File: src/rtl/ram_access_pkg.sv
// Shared types and constants for the RAM access sequencer.
// Latency: n/a (declarations only).
// Backpressure: n/a.
package ram_access_pkg;

  localparam int RAM_DEPTH = 32;
  localparam int LAT_STORE = 4;
  localparam int LAT_LOAD  = 2;
  localparam int LAT_ERR   = 1;

  typedef enum logic [2:0] {
    IDLE,
    W_SETUP,
    W_PULSE,
    W_HOLD,
    R_ADDR,
    RESP
  } state_t;

endpackage

File: src/rtl/ram_addr_chk.sv
// Byte address -> RAM word index plus range/alignment error flags.
// Latency: combinational.
// Backpressure: none. Alignment checking exists only when MEM_ALIGN_CHK_EN is defined.
module ram_addr_chk #(
  parameter int ADDR_W = 5
) (
  input  logic [31:0]       addr_i,
  output logic [ADDR_W-1:0] word_idx_o,
  output logic              range_err_o,
  output logic              align_err_o
);

`ifdef MEM_ALIGN_CHK_EN
  localparam logic ALIGN_CHK = 1'b1;
`else
  // Low address bits are dropped; the access is word-truncated.
  localparam logic ALIGN_CHK = 1'b0;
`endif

  logic misaligned;

  assign word_idx_o  = addr_i[ADDR_W+1:2];
  assign range_err_o = (addr_i[31:ADDR_W+2] != '0);
  assign misaligned  = (addr_i[1:0] != 2'b00);
  assign align_err_o = misaligned & ALIGN_CHK;

endmodule

File: src/rtl/ram_access_ctrl.sv
// Sequences one load/store at a time into a level-sensitive 32x32 RAM; WE pulses only while Dir/Datoin are stable.
// Latency accept->rsp_valid: store 4, load 2, error 1 cycles. Optional MEM_ALIGN_CHK_EN rejects misaligned addresses.
// Backpressure: req_ready only in IDLE; response held stable until rsp_ready.
module ram_access_ctrl
  import ram_access_pkg::*;
#(
  parameter int DATA_W = 32,
  parameter int ADDR_W = 5
) (
  input  logic              clk,
  input  logic              rst_n,
  input  logic              req_valid,
  output logic              req_ready,
  input  logic              req_we,
  input  logic [31:0]       req_addr,
  input  logic [DATA_W-1:0] req_wdata,
  output logic              rsp_valid,
  input  logic              rsp_ready,
  output logic [DATA_W-1:0] rsp_rdata,
  output logic              rsp_err,
  output logic [ADDR_W-1:0] ram_dir,
  output logic [DATA_W-1:0] ram_datoin,
  output logic              ram_we,
  input  logic [DATA_W-1:0] ram_datoout
);

  state_t            state_q, state_d;
  logic [ADDR_W-1:0] ram_dir_q, ram_dir_d;
  logic [DATA_W-1:0] ram_datoin_q, ram_datoin_d;
  logic              ram_we_q, ram_we_d;
  logic              rsp_valid_q, rsp_valid_d;
  logic [DATA_W-1:0] rsp_rdata_q, rsp_rdata_d;
  logic              rsp_err_q, rsp_err_d;

  logic [ADDR_W-1:0] word_idx;
  logic              range_err;
  logic              align_err;
  logic              acc_err;
  logic              accept;

  ram_addr_chk #(
    .ADDR_W (ADDR_W)
  ) u_addr_chk (
    .addr_i      (req_addr),
    .word_idx_o  (word_idx),
    .range_err_o (range_err),
    .align_err_o (align_err)
  );

  assign req_ready = (state_q == IDLE);
  assign accept    = req_valid & req_ready;
  assign acc_err   = range_err | align_err;

  assign ram_dir    = ram_dir_q;
  assign ram_datoin = ram_datoin_q;
  assign ram_we     = ram_we_q;
  assign rsp_valid  = rsp_valid_q;
  assign rsp_rdata  = rsp_rdata_q;
  assign rsp_err    = rsp_err_q;

  // State and output registers; reset clears everything, dropping any WE pulse in flight.
  always_ff @(posedge clk) begin
    if (!rst_n) begin
      state_q      <= IDLE;
      ram_dir_q    <= '0;
      ram_datoin_q <= '0;
      ram_we_q     <= 1'b0;
      rsp_valid_q  <= 1'b0;
      rsp_rdata_q  <= '0;
      rsp_err_q    <= 1'b0;
    end else begin
      state_q      <= state_d;
      ram_dir_q    <= ram_dir_d;
      ram_datoin_q <= ram_datoin_d;
      ram_we_q     <= ram_we_d;
      rsp_valid_q  <= rsp_valid_d;
      rsp_rdata_q  <= rsp_rdata_d;
      rsp_err_q    <= rsp_err_d;
    end
  end

  // Next state and next register values; Dir/Datoin only move on accept, WE is high only in W_PULSE.
  always_comb begin
    state_d      = state_q;
    ram_dir_d    = ram_dir_q;
    ram_datoin_d = ram_datoin_q;
    ram_we_d     = 1'b0;
    rsp_valid_d  = rsp_valid_q;
    rsp_rdata_d  = rsp_rdata_q;
    rsp_err_d    = rsp_err_q;

    case (state_q)
      IDLE: begin
        if (accept) begin
          ram_dir_d = word_idx;
          if (acc_err) begin
            state_d     = RESP;
            rsp_valid_d = 1'b1;
            rsp_rdata_d = '0;
            rsp_err_d   = 1'b1;
          end else if (req_we) begin
            ram_datoin_d = req_wdata;
            state_d      = W_SETUP;
          end else begin
            state_d = R_ADDR;
          end
        end
      end
      W_SETUP: begin
        state_d  = W_PULSE;
        ram_we_d = 1'b1;
      end
      W_PULSE: begin
        state_d = W_HOLD;
      end
      W_HOLD: begin
        state_d     = RESP;
        rsp_valid_d = 1'b1;
        rsp_rdata_d = '0;
        rsp_err_d   = 1'b0;
      end
      R_ADDR: begin
        state_d     = RESP;
        rsp_valid_d = 1'b1;
        rsp_rdata_d = ram_datoout;
        rsp_err_d   = 1'b0;
      end
      RESP: begin
        if (rsp_ready) begin
          state_d     = IDLE;
          rsp_valid_d = 1'b0;
        end
      end
      default: begin
        state_d = IDLE;
      end
    endcase
  end

endmodule

File: config.mk
export PLATFORM = sky130hd
export DESIGN_NAME = ram_access_ctrl
export DESIGN_NICKNAME = d
export VERILOG_FILES = /design/src/rtl/ram_access_pkg.sv /design/src/rtl/ram_addr_chk.sv /design/src/rtl/ram_access_ctrl.sv
export SDC_FILE = /design/constraint.sdc
export NUM_CORES = 1
export LEC_CHECK = 0
export CAP_MARGIN = 20
export CORE_MARGIN = 1.5
export CORE_UTILIZATION = 35
export DETAILED_ROUTE_END_ITERATION = 8
export PLACE_DENSITY = 0.79
export SYNTH_ARGS = -nofsm -noshare
export SYNTH_HDL_FRONTEND = slang
export SYNTH_SLANG_ARGS = --single-unit
File: constraint.sdc
create_clock -name clk -period 2.1 [get_ports clk]
set_input_delay 0.21 -clock clk [delete_from_list [all_inputs] [get_ports clk]]
set_output_delay 0.21 -clock clk [all_outputs]
set_load 0.03 [all_outputs]
; After elaboration in Yosys (flattened, before gate mapping)
; Index checks and enable logic that the tools add are counted.
[totals]
ff_bits = 75
elab_cells = 43
out_inout_bits = 73
[classes]
eq_ne = 8
reduce_logical = 12
n_bitwise = 2
n_mux = 14
[ops]
columns = op, n
row1 = $pmux 32 s3, 1
row2 = $mux 32, 2
row3 = $reduce_bool 25->1, 1
row4 = $pmux 3 s5, 1
row5 = $mux 3, 4
row6 = $reduce_and 4->1, 2
row7 = $eq 3x2->1 const B, 2
row8 = $eq 3x3->1 const B, 2
row9 = $reduce_and 3->1, 2
row10 = $reduce_bool 3->1, 2
row11 = $mux 1, 4
row12 = $ne 2x1->1 const B, 2
row13 = $reduce_and 2->1, 2
row14 = $eq 3x1->1 const B, 1
row15 = $logic_not 3->1, 1
row16 = $pmux 1 s3, 1
row17 = $ne 2x2->1 const B, 1
row18 = $pmux 1 s2, 1
row19 = $reduce_bool 2->1, 1
row20 = $reduce_or 2->1, 1
row21 = $and 1x1->1, 1
row22 = $not 1->1, 1

; Longest topological paths before layout
[logic_depth]
ltp_word = 4
depth_mapped = 6
mapped_depth_nobuf = 4

; By module
; Synthesis repeated with hierarchy kept, for this count alone.
[unflattened]
cells_unflattened = 280
hier_area_um2 = 2872.8
[modules_own_cells]
columns = mod, seq_area_each_um2, instances, cells_per_inst, area_per_inst_um2
row1 = ram_access_ctrl, 1501.4, 1, 264, 2768.9
row2 = ram_addr_chk, 0.0, 1, 16, 103.8

; Least setup slack after synthesis
; Ideal clock, no wire load.
[synth_path]
kind = register to register
start = register state_q[0]
end = register rsp_rdata_q[10], in the netlist rsp_rdata[10]
setup_slack_ns = 0.299
synth_period_minus_slack_ns = 1.801
setup_ns = 0.061
arrival_time_ns = 1.740
stages_incl_launch_ff = 7
cell_sequence = dfxtp_1 -> buf_2 -> nor3_2 -> nand4_1 -> o22ai_2 -> buf_4 -> a32o_1
[synth_via]
elab_chain_cells = 4
word_cells_on_any_way = 9
cone_classes = eq/ne (4) / mux (1) / bitwise (1) / reduce/logical (3)
[synth_lines]
columns = element, line
row1 = from (decl), ram_access_ctrl.sv:27  ; state_t state_q, state_d;
row2 = from (signal assigned), ram_access_ctrl.sv:72  ; state_q <= state_d;
row3 = $logic_not 3->1 (*), ram_access_ctrl.sv:50  ; assign req_ready = (state_q == IDLE);
row4 = named net req_ready, ram_access_ctrl.sv:13  ; output logic req_ready,
row5 = $and 1x1->1, ram_access_ctrl.sv:51  ; assign accept = req_valid & req_ready;
row6 = $ne 2x1->1 (no line), --
row7 = $reduce_and 3->1 (no line), --
row8 = to (signal assigned), ram_access_ctrl.sv:77  ; rsp_rdata_q <= rsp_rdata_d;
row9 = to (decl), ram_access_ctrl.sv:32  ; logic [DATA_W-1:0] rsp_rdata_q, rsp_rdata_d;
; Mark *: on every way through the listed nets, which the timed path passes. The rest lies on a longest branch.
; A chain may end at the register's enable or synchronous reset.

; Worst setup path after layout
[layout_path]
start = register state_q[1]
end = output req_ready
[layout_via]
elab_chain_cells = 1
[layout_lines]
columns = element, line
row1 = $logic_not 3->1, ram_access_ctrl.sv:50
row2 = to (decl), ram_access_ctrl.sv:13
; No other way between the ends.

==> results_dict.tcl <==
set metrics [dict create \
    cts_setup_buffers 0 \
    place_area_mm2 0.00468 \
    die_area_mm2 0.00884 \
    drive_gt1_share_pct 6.59 \
    drc 0 \
    synthTopCellsByArea "dfxtp_1 52%, a32o_1 11%, mux2i_1 11%, nand2_1 10%, clkbuf_1 1.9%" \
    synth_enable_flop_cells 0 \
    clk_pin_slew_ns 0.07 \
    vias 2750 \
    dp.cells 544 \
    first_global_vias 2694 \
    detail_route.wl_per_cell_um 13.7 \
    slew_violations 0 \
    layout.nets 551 \
    ys_types 33 \
    grt_usage_pct 17.5 \
    portBuffers 171 \
    fill_cells 688 \
    yosysTopAreaCell "dfxtp_1" \
    clock_latency_ns 0.33 \
    cts_hold_buf 0 \
    cts.sinks 75 \
    syn_inst 285 \
    wl_met2_um 3760 \
    syn_nets 386 \
    fin_area_mm2 0.00496 \
    irDropWorstVdd_mv 0.580 \
    cts_tree "yes" \
    cts_htree_levels 3 \
    firstDrtPassIters 4 \
    clockBufferDepth 2 \
    async_reset_ff_share_pct 0 \
    synth_top_area_share_pct 51.8 \
    arrival_ns 1.76 \
    finalCriticalPeriod_ns 1.97 \
    drt_iter0_drc 71 \
    fin_skew_ns 0.00708 \
    cts_buffers 9 \
    cellLeakagePower_uw 0.00176 \
    syn-cell-area_mm2 0.00290 \
    dieHeight_um 94.0 \
    m1WireLength_um 3130 \
    max_freq_mhz 507 \
    avgSynthCellArea_um2 10.2 \
    ys_seq_area_share_pct 51.8 \
    path_class "reg -> out" \
    top_layer_used "met4" \
    grt_first_pass_wirelength_um 12200 \
    coreArea_mm2 0.00813 \
    cap_violations 0 \
    yosysMostFrequentCell "nand2_1" \
    finalCritPeriodShare_pct 93.9 \
    n_antenna_cell 0 \
    cts_root_buf "clkbuf_8" \
    wirelength_um 7660 \
    die_x_um 94.0 \
    hpwlAfterDp_um 5510 \
    grt_overflow_total 0 \
    final_core_util_pct 61.0 \
    crit_required_ns 1.89 \
    grt_max_degree 77 \
    post_drt_via_cell_ratio 4.91 \
    multi_input_area_mm2 0.00125 \
    cts_resized 0 \
    num_rows 33 \
    status "complete, no violations" \
    routed-wl-met3_um 692 \
    rsz0062_at_grt "no" \
    grt_antenna_before_repair 0 \
    ys_ff_latch 75 \
    ioPinCount 174 \
    preCtsSetupSlack_ns -0.0382 \
    globalplace.congestion 0.783 \
    fin_ws_ns 0.128 \
    start_util_pct 35.7 \
    hold_path_class "in -> reg" \
    areaGrowthSynthToFinish_pct 71.0 \
    holdWs_ns 0.338 \
    slew_headroom_pct 70.2 \
    regArea_mm2 0.00150 \
    tightest_slew_ns 0.446 \
    final_antenna_net_count 0 \
    hold_viol 0 \
    yosys_warnings 0 \
    layoutNonFillerInstCount 560 \
    synthFlopType "dfxtp_1" \
    p_per_area_mw_per_mm2 857 \
    endpoint_kind "primary output" \
    synthTopCellsByCount "78 x nand2_1, 75 x dfxtp_1, 32 x a32o_1, 32 x mux2i_1, 15 x clkbuf_1" \
    setup_violations 0 \
    worst_setup_path_start_kind "flip-flop" \
    path_max_fanout 9 \
]
-- per-layer routing --
layer	up-vias	global-route usage, %
met4	0	4.60
met1	1283	18.6
met5	-	0
li1	1349	-
met2	108	31.3
met3	10	7.85
-- critical path, stage by stage, from the launching register on --
cell	delay, ns
dfxtp_1	0.43
nor3_2	0.28
clkdlybuf4s50_1	0.72
-- flip-flops by register name, indices dropped and copies added, names as in the netlist --
signal and cells:
ram_datoin 32, ram_dir 5, ram_we 1, rsp_err 1, rsp_rdata 32, rsp_valid 1
state_q 3
-- area by class of cell --
class	count	share of cell area, %
Clock buffer	12	3.13
Clock inverter	4	2.42
Inverter	1	0.0757
Multi-Input combinational cell	185	25.2
Sequential cell	75	30.3
Tap cell	105	2.65
Timing Repair Buffer	178	36.3
-- where the power goes --
group | switching (uW) | internal (uW) | leakage, uW
logic | 572 | 540 | 0.00102
registers | 108 | 1550 | 0.000608
clock network | 508 | 976 | 0.000137
-- cell families after synthesis --
family	after synthesis	share of synthesized area (%)
AND/OR/NAND/NOR	105	16.9
flip-flops	75	51.8
AO/OA/AOI/OAI	47	14.7
multiplexers	32	11.0
buffers and inverters	25	5.35
XOR/XNOR	1	0.302
-- worst paths after layout --
check | start | end | slack [ns] | depth (start not counted)
worst max register to register | state_q[1]$_SDFFE_PN0P_ | ram_datoin[9]$_SDFFE_PN0P_ | 0.52 | 5
worst max-delay path | state_q[1]$_SDFFE_PN0P_ | req_ready | 0.13 | 2
worst min-delay path | rst_n | ram_we$_SDFF_PN0_ | 0.34 | 2
worst min register to register | rsp_valid$_SDFFE_PN0P_ | rsp_valid$_SDFFE_PN0P_ | 0.46 | 2
-- metrics by stage --
stage                     power, uW  TNS, ns
final                          4250        0
after global routing           4440        0
after CTS                      4300        0
after detailed placement       2810   -0.436
after global placement         2790        0
after floorplan                2300        0
-- placed cells by master, fill, tap and decap left out, types with 2 or more instances in the layout --
cell type / netlist / layout
a21boi_0: 5 / 5
a21oi_1: 3 / 3
a32o_1: 32 / 32
buf_12: 0 / 3
buf_4: 3 / 5
bufinv_16: 0 / 4
clkbuf_8: 0 / 11
clkdlybuf4s50_1: 0 / 170
dfxtp_1: 75 / 75
mux2i_1: 32 / 32
nand2_1: 78 / 78
nand2b_1: 2 / 2
nand4_1: 2 / 2
nor2_1: 4 / 4
nor3_1: 2 / 2
nor4_1: 6 / 6
o21ai_0: 3 / 3
(Power assumes the default switching activity.)
